`config.mk`:
```
export PLATFORM = sky130hd
export DESIGN_NAME = mat_io_sequencer_flat
export DESIGN_NICKNAME = d
export VERILOG_FILES = /design/src/rtl/mat_io_sequencer_if.sv /design/src/rtl/mat_io_sequencer.sv /design/src/flat_wrapper.sv
export SDC_FILE = /design/constraint.sdc
export NUM_CORES = 2
export LEC_CHECK = 0
export ABC_CLOCK_PERIOD_IN_PS = 3800
export BUFFER_PORTS_ARGS = -buffer_cell sky130_fd_sc_hd__buf_2
export CORE_AREA = 5 5 700 702
export CTS_CLUSTER_DIAMETER = 60
export CTS_CLUSTER_SIZE = 25
export DETAILED_ROUTE_END_ITERATION = 6
export DIE_AREA = 0 0 705 707
export GPL_TIMING_DRIVEN = 0
export PLACE_DENSITY = 0.3
export RECOVER_POWER = 25
export SLEW_MARGIN = 20
export SYNTH_ARGS = -nofsm -noshare
export SYNTH_HDL_FRONTEND = slang
export SYNTH_SLANG_ARGS = --single-unit
```
`constraint.sdc`:
```
create_clock -name clk -period 3.8 [get_ports clk]
set_input_delay 0.95 -clock clk [delete_from_list [all_inputs] [get_ports clk]]
set_output_delay 0.95 -clock clk [all_outputs]
set_load 0.05 [all_outputs]
```
`src/rtl/mat_io_sequencer_if.sv`:
```
`default_nettype none
// ============================================================================
// Module   : mat_io_sequencer_if
// Brief    : Bundle of the element-input stream, the matrix-multiplier
//            handshake, the result-output stream and the status flags that
//            surround mat_io_sequencer.
// Revision : 1.0 - initial release
// ============================================================================
interface mat_io_sequencer_if #(
   parameter int N = 2
);

   // element input stream
   logic                   in_valid;
   logic                   in_ready;
   logic [63:0]            in_re;
   logic [63:0]            in_im;

   // multiplier side
   logic [128*N*N-1:0]     mm_mat_a;
   logic [128*N*N-1:0]     mm_mat_b;
   logic                   mm_valid;
   logic                   mm_start;
   logic [128*N*N-1:0]     mm_mat_out;
   logic                   mm_done;

   // result output stream
   logic                   out_valid;
   logic                   out_ready;
   logic                   out_last;
   logic [63:0]            out_re;
   logic [63:0]            out_im;

   // status
   logic                   busy;
   logic                   timeout_err;

   // the sequencer itself
   modport master (
      input  in_valid, in_re, in_im, mm_mat_out, mm_done, out_ready,
      output in_ready, mm_mat_a, mm_mat_b, mm_valid, mm_start,
             out_valid, out_last, out_re, out_im, busy, timeout_err
   );

   // the environment: element source, multiplier and result sink
   modport slave (
      output in_valid, in_re, in_im, mm_mat_out, mm_done, out_ready,
      input  in_ready, mm_mat_a, mm_mat_b, mm_valid, mm_start,
             out_valid, out_last, out_re, out_im, busy, timeout_err
   );

endinterface
`default_nettype wire

```
`src/rtl/mat_io_sequencer.sv`:
```
`default_nettype none
// ============================================================================
// Module   : mat_io_sequencer
// Brief    : Collects two N x N complex matrices as a row-major element
//            stream, hands them to an external multiplier with a
//            valid/start handshake, waits (bounded) for the result and
//            streams the N*N result elements back out.
// Revision : 1.0 - initial release
// ============================================================================
module mat_io_sequencer #(
   parameter int N       = 2,
   parameter int TIMEOUT = 1024
) (
   input wire                 clk,
   input wire                 rst,
   mat_io_sequencer_if.master bus
);

   localparam int C_NN   = N * N;
   localparam int C_MW   = 128 * C_NN;      // width of one packed matrix
   localparam int C_IM   = 64 * C_NN;       // offset of the imaginary half
   localparam int C_CW_E = $clog2(C_NN + 1);
   localparam int C_CW_T = $clog2(TIMEOUT + 1);
   // one shared counter serves element index, START length and WAIT length
   localparam int C_CW   = (C_CW_E > C_CW_T) ? C_CW_E : C_CW_T;

   localparam logic [C_CW-1:0] C_ONE     = C_CW'(1);
   localparam logic [C_CW-1:0] C_NN_LAST = C_CW'(C_NN - 1);
   localparam logic [C_CW-1:0] C_TO_LAST = C_CW'(TIMEOUT - 1);

   typedef enum logic [2:0] {
      S_IDLE   = 3'd0,
      S_LOAD_A = 3'd1,
      S_LOAD_B = 3'd2,
      S_ISSUE  = 3'd3,
      S_START  = 3'd4,
      S_WAIT   = 3'd5,
      S_DRAIN  = 3'd6
   } state_t;

   state_t            r_state;
   state_t            w_state_nxt;
   logic [C_CW-1:0]   r_cnt;
   logic [C_CW-1:0]   w_cnt_nxt;

   logic [C_MW-1:0]   r_mat_a;
   logic [C_MW-1:0]   r_mat_b;
   logic [C_MW-1:0]   r_result;
   logic              r_timeout_err;

   logic              w_in_ready;
   logic              w_mm_valid;
   logic              w_mm_start;
   logic              w_out_valid;
   logic              w_out_last;
   logic              w_load_a;
   logic              w_load_b;
   logic              w_latch;
   logic              w_to_set;
   logic [63:0]       w_out_re;
   logic [63:0]       w_out_im;

   // state and shared counter registers
   always_ff @(posedge clk) begin
      if (rst) begin
         r_state <= S_IDLE;
         r_cnt   <= '0;
      end else begin
         r_state <= w_state_nxt;
         r_cnt   <= w_cnt_nxt;
      end
   end

   // next-state, counter update and Moore-style handshake outputs
   always_comb begin
      w_state_nxt = r_state;
      w_cnt_nxt   = r_cnt;
      w_in_ready  = 1'b0;
      w_mm_valid  = 1'b0;
      w_mm_start  = 1'b0;
      w_out_valid = 1'b0;
      w_out_last  = 1'b0;
      w_load_a    = 1'b0;
      w_load_b    = 1'b0;
      w_latch     = 1'b0;
      w_to_set    = 1'b0;

      case (r_state)
         S_IDLE: begin
            w_state_nxt = S_LOAD_A;
         end

         S_LOAD_A: begin
            w_in_ready = 1'b1;
            if (bus.in_valid) begin
               w_load_a = 1'b1;
               if (r_cnt == C_NN_LAST) begin
                  w_state_nxt = S_LOAD_B;
               end else begin
                  w_cnt_nxt = r_cnt + C_ONE;
               end
            end
         end

         S_LOAD_B: begin
            w_in_ready = 1'b1;
            if (bus.in_valid) begin
               w_load_b = 1'b1;
               if (r_cnt == C_NN_LAST) begin
                  w_state_nxt = S_ISSUE;
               end else begin
                  w_cnt_nxt = r_cnt + C_ONE;
               end
            end
         end

         S_ISSUE: begin
            // valid alone for one cycle before start rises
            w_mm_valid  = 1'b1;
            w_state_nxt = S_START;
         end

         S_START: begin
            // start pulse is exactly two cycles wide; mm_done is ignored here
            w_mm_valid = 1'b1;
            w_mm_start = 1'b1;
            if (r_cnt == C_ONE) begin
               w_state_nxt = S_WAIT;
            end else begin
               w_cnt_nxt = r_cnt + C_ONE;
            end
         end

         S_WAIT: begin
            w_mm_valid = 1'b1;
            if (bus.mm_done) begin
               w_latch     = 1'b1;
               w_state_nxt = S_DRAIN;
            end else if (r_cnt == C_TO_LAST) begin
               // give up: flag it and start over without producing output
               w_to_set    = 1'b1;
               w_state_nxt = S_IDLE;
            end else begin
               w_cnt_nxt = r_cnt + C_ONE;
            end
         end

         S_DRAIN: begin
            w_out_valid = 1'b1;
            w_out_last  = (r_cnt == C_NN_LAST);
            if (bus.out_ready) begin
               if (r_cnt == C_NN_LAST) begin
                  w_state_nxt = S_IDLE;
               end else begin
                  w_cnt_nxt = r_cnt + C_ONE;
               end
            end
         end

         default: begin
            w_state_nxt = S_IDLE;
         end
      endcase

      // every state starts counting from zero
      if (w_state_nxt != r_state) begin
         w_cnt_nxt = '0;
      end
   end

   // operand capture, result capture and sticky timeout flag
   always_ff @(posedge clk) begin
      if (rst) begin
         r_mat_a       <= '0;
         r_mat_b       <= '0;
         r_result      <= '0;
         r_timeout_err <= 1'b0;
      end else begin
         for (int k = 0; k < C_NN; k++) begin
            if (w_load_a && (int'(r_cnt) == k)) begin
               r_mat_a[64*k +: 64]        <= bus.in_re;
               r_mat_a[C_IM + 64*k +: 64] <= bus.in_im;
            end
            if (w_load_b && (int'(r_cnt) == k)) begin
               r_mat_b[64*k +: 64]        <= bus.in_re;
               r_mat_b[C_IM + 64*k +: 64] <= bus.in_im;
            end
         end
         if (w_latch) begin
            r_result <= bus.mm_mat_out;
         end
         if (w_to_set) begin
            r_timeout_err <= 1'b1;
         end
      end
   end

   // select the result element addressed by the counter; it only moves on a
   // handshake, so the data holds while the sink stalls
   always_comb begin
      w_out_re = '0;
      w_out_im = '0;
      for (int k = 0; k < C_NN; k++) begin
         if (int'(r_cnt) == k) begin
            w_out_re = r_result[64*k +: 64];
            w_out_im = r_result[C_IM + 64*k +: 64];
         end
      end
   end

   assign bus.in_ready    = w_in_ready;
   assign bus.mm_mat_a    = r_mat_a;
   assign bus.mm_mat_b    = r_mat_b;
   assign bus.mm_valid    = w_mm_valid;
   assign bus.mm_start    = w_mm_start;
   assign bus.out_valid   = w_out_valid;
   assign bus.out_last    = w_out_last;
   assign bus.out_re      = w_out_re;
   assign bus.out_im      = w_out_im;
   assign bus.busy        = (r_state != S_IDLE);
   assign bus.timeout_err = r_timeout_err;

endmodule
`default_nettype wire

```
`src/flat_wrapper.sv`:
```
// flat-port wrapper written by rule: the top's interface ports become plain ports
module mat_io_sequencer_flat 
#(
   parameter int N       = 2,
   parameter int TIMEOUT = 1024
)
  (clk, rst, bus_in_valid, bus_in_re, bus_in_im, bus_mm_mat_out, bus_mm_done, bus_out_ready, bus_in_ready, bus_mm_mat_a, bus_mm_mat_b, bus_mm_valid, bus_mm_start, bus_out_valid, bus_out_last, bus_out_re, bus_out_im, bus_busy, bus_timeout_err);
  mat_io_sequencer_if #(.N(N)) bus_i ();
  input wire clk;
  input wire rst;
  input wire logic [$bits(bus_i.in_valid)-1:0] bus_in_valid;
  input wire logic [$bits(bus_i.in_re)-1:0] bus_in_re;
  input wire logic [$bits(bus_i.in_im)-1:0] bus_in_im;
  input wire logic [$bits(bus_i.mm_mat_out)-1:0] bus_mm_mat_out;
  input wire logic [$bits(bus_i.mm_done)-1:0] bus_mm_done;
  input wire logic [$bits(bus_i.out_ready)-1:0] bus_out_ready;
  output wire logic [$bits(bus_i.in_ready)-1:0] bus_in_ready;
  output wire logic [$bits(bus_i.mm_mat_a)-1:0] bus_mm_mat_a;
  output wire logic [$bits(bus_i.mm_mat_b)-1:0] bus_mm_mat_b;
  output wire logic [$bits(bus_i.mm_valid)-1:0] bus_mm_valid;
  output wire logic [$bits(bus_i.mm_start)-1:0] bus_mm_start;
  output wire logic [$bits(bus_i.out_valid)-1:0] bus_out_valid;
  output wire logic [$bits(bus_i.out_last)-1:0] bus_out_last;
  output wire logic [$bits(bus_i.out_re)-1:0] bus_out_re;
  output wire logic [$bits(bus_i.out_im)-1:0] bus_out_im;
  output wire logic [$bits(bus_i.busy)-1:0] bus_busy;
  output wire logic [$bits(bus_i.timeout_err)-1:0] bus_timeout_err;
  assign bus_i.in_valid = bus_in_valid;
  assign bus_i.in_re = bus_in_re;
  assign bus_i.in_im = bus_in_im;
  assign bus_i.mm_mat_out = bus_mm_mat_out;
  assign bus_i.mm_done = bus_mm_done;
  assign bus_i.out_ready = bus_out_ready;
  assign bus_in_ready = bus_i.in_ready;
  assign bus_mm_mat_a = bus_i.mm_mat_a;
  assign bus_mm_mat_b = bus_i.mm_mat_b;
  assign bus_mm_valid = bus_i.mm_valid;
  assign bus_mm_start = bus_i.mm_start;
  assign bus_out_valid = bus_i.out_valid;
  assign bus_out_last = bus_i.out_last;
  assign bus_out_re = bus_i.out_re;
  assign bus_out_im = bus_i.out_im;
  assign bus_busy = bus_i.busy;
  assign bus_timeout_err = bus_i.timeout_err;
  mat_io_sequencer #(.N(N), .TIMEOUT(TIMEOUT)) u_core (.clk(clk), .rst(rst), .bus(bus_i));
endmodule
```
==> impl_metrics.tcl <==
set metrics [dict create \
    status "finished with violations" \
    violations "setup timing" \
    fp-row-count 256 \
    synthesis.nets 8455 \
    first_pass_iters 5 \
    stdcell_count 16600 \
    port_buffers 1674 \
    slew_viol_final 0 \
    dp_hpwl_mm 398 \
    fp.dieArea_um2 498000 \
    clock_latency_ps 990 \
    cts_buffers 244 \
    end_kind "output pin" \
    slew_headroom_pct 21.0 \
    yosysSeqAreaShare_pct 52.7 \
    synth_edf_count 0 \
    cts-root-buf "clkbuf_16" \
    clock.fmax_mhz 238 \
    ys_types 44 \
    die_y_um 707 \
    grt_pass1_vias 61500 \
    syn_avg_cell_area_um2 7.55 \
    rsz0062_at_grt "yes" \
    pin_count 1804 \
    path_max_fanout 6 \
    min_period_over_period_pct 110 \
    finClkSkew_ps 120 \
    wl_mm 498 \
    syn_inst 7806 \
    power.density_nw_per_um2 477 \
    gp_congestion 0.883 \
    mappedNetlistArea_um2 59000 \
    holdPathStages 3 \
    grt.total_usage_pct 19.0 \
    htreeDepth 4 \
    synth_flop_cell "dfxtp_1" \
    synth-seq-cells 1551 \
    area_growth_pct 54.0 \
    hold_class "in -> reg" \
    async_reset_ff_share_pct 0 \
    vias 63900 \
    setup_viol 164 \
    core_area_um2 484000 \
    worstMarginPinSlew_ps 1180 \
    power.leakage_nw 32.7 \
    grt_pass1_wl_mm 634 \
    drc_errors 0 \
    cp-start-kind "flop" \
    viasPerCell 3.86 \
    die_w_um 705 \
    num-nets-final 10500 \
    grt-ovfl-total 0 \
    ir_worst_vdd_uv 485 \
    critical_path_arrival_ps 3250 \
    min_period_ps 4200 \
    cts_tree "built" \
    power_mw 43.3 \
    wl_per_cell_um 30.1 \
    grt_max_degree 23 \
    maxCapViolCount 0 \
    clock-sinks 1551 \
    drtIter0Drc 4283 \
    clockBufferDepth 4 \
    antenna_found_initial 211 \
    critical_path_class "reg -> out" \
    drive_gt1_share_pct 25.0 \
    hold_viol 0 \
    cp.required_ps 2850 \
    ant_nets 0 \
    reg2reg_depth 8 \
    worst_slack_ps -397 \
    dp_cells 16000 \
    initial_core_util_pct 12.2 \
    clk_pin_slew_worst_paths_ps 70 \
    yosysWarningCount 0 \
]
-- path summary, 6_finish.rpt --
| check | start | end | slack [ps] |
|---|---|---|---|
| setup / recovery | u_core.r_cnt[4]$_SDFFE_PP0P_ | bus_out_re[32] | -400 |
| hold / removal | bus_mm_mat_out[234] | u_core.r_result[234]$_SDFFE_PP0P_ | 280 |
| setup reg to reg | u_core.r_cnt[4]$_SDFFE_PP0P_ | u_core.bus.mm_mat_a[82]$_SDFFE_PP0P_ | -130 |
| hold reg to reg | u_core.bus.mm_mat_a[207]$_SDFFE_PP0P_ | u_core.bus.mm_mat_a[207]$_SDFFE_PP0P_ | 450 |
-- layer usage --
layer | global-route usage (%) | up-vias | wire length (µm) | share of wire, %
met4 | 4.92 | 22 | 16600 | 3.3
met2 | 33.4 | 2311 | 243000 | 49
li1 | - | 29600 | - | -
met1 | 23.2 | 31300 | 207000 | 42
met3 | 4.47 | 696 | 30800 | 6.2
met5 | 0 | - | 150 | 0.030
-- cells in the mapped netlist (2+ instances only) --
master       n  area, µm²
a21oi_1   1679       8400
a31oi_1      4       25.0
and2_1       2       12.5
and3_1       6       37.5
and3b_1    128       1120
and4_1       2       17.5
buf_1       14       52.6
buf_2      206       1030
buf_4       39        293
clkbuf_1   488       1830
dfxtp_1   1551      31000
ha_1         4       50.1
inv_1        4       15.0
mux2i_1    128       1280
nand2_1   3207      12000
nand2b_1     6       37.5
nand3_1     16       80.1
nand3b_1     2       15.0
nand4_1      3       18.8
nand4b_1     2       17.5
nor2_1     135        507
nor2b_1      5       31.3
nor3_1       2       10.0
nor4_1       3       18.8
o21ai_0    131        656
o21ai_1      4       20.0
o31ai_1      6       45.0
o41ai_1      2       17.5
or3_1        4       25.0
or4_1        9       67.6
-- logic make-up (layout without fill, tap and decap cells) --
kind of cell | count (synthesis) | in the layout | share of synthesized area, %
buf+inv | 753 | 2982 | 5.49
compound gates | 1837 | 1837 | 15.7
simple gates | 3533 | 3533 | 23.9
flops | 1551 | 1551 | 52.7
other cells | 0 | 73 | 0
fa+ha+maj | 4 | 4 | 0.0849
mux | 128 | 128 | 2.17
-- worst max-delay path, stage by stage (launching register included) --
cell and delay [ps]:
dfxtp_2 320, or4_4 510, or4_4 500, clkbuf_16 250
buf_6 150, buf_12 140, nor2_4 260, buf_8 190
-- timing repair --
item                                    in CTS  in global routing
endpoints found under the setup margin     841                661
resized for setup                         1226                269
hold buffers                                 0                  0
cloned                                      17                  4
buffers inserted                            34                 15
pin swaps                                  112                 56
-- layout by cell type, fill, tap and decap left out, types with 7 or more instances in the layout --
cell / n
nand3_1: 16
mux2i_4: 48
o21ai_1: 36
clkbuf_2: 67
nor2_4: 128
inv_8: 16
clkbuf_1: 864
a21oi_1: 1630
dfxtp_1: 1544
clkbuf_4: 26
buf_6: 26
clkbuf_8: 31
buf_2: 1248
mux2i_1: 38
and3b_1: 127
o21ai_4: 27
clkbuf_16: 289
inv_6: 42
or4_1: 7
clkinv_2: 23
mux2i_2: 42
clkinv_4: 27
a21oi_4: 17
o21ai_0: 15
clkinvlp_4: 27
a21oi_2: 32
nand2_4: 16
nor2_1: 7
diode_2: 73
buf_12: 64
bufinv_16: 28
buf_16: 28
o21ai_2: 57
nand2_1: 3187
buf_8: 84
buf_4: 75
-- final cells by class --
class / instances / area (µm²)
sequential: 1551 / 31100
fill: 55500 / 393000
multi-input combinational: 5502 / 27400
clock inverter: 172 / 2180
tap: 6450 / 8070
timing repair buffer: 1777 / 11100
buffer: 740 / 4200
antenna: 73 / 183
clock buffer: 288 / 6560
inverter: 5 / 42.5
-- through the flow --
stage	worst slack [ps]	TNS [ps]	util (%)	hold WS [ps]	cell area (µm²)
2_1_floorplan	133	0	-	432	59000
3_3_place_gp	-3680	-2147150	15.6	437	75400
3_5_place_dp	-2550	-309950	15.8	441	76400
4_1_cts	-569	-124510	18.7	144	90300
5_1_grt	-501	-106570	18.8	205	90700
6_report	-397	-39590	18.8	284	90800
-- state kept, by name, indices dropped and copies added, names as in the netlist --
signal / cells
u_core.bus.mm_mat_a: 512
u_core.bus.mm_mat_b: 512
u_core.r_result: 512
u_core.r_cnt: 11
u_core.r_state: 3
u_core.bus.timeout_err: 1
-- power by group --
group	switching, mW	internal [mW]	leakage, nW
Clock	10.0	14.5	4.21
Sequential	0.0454	16.3	12.5
Combinational	1.88	0.516	16.0
Total	11.9	31.4	32.7
(Power assumes the default switching activity.)
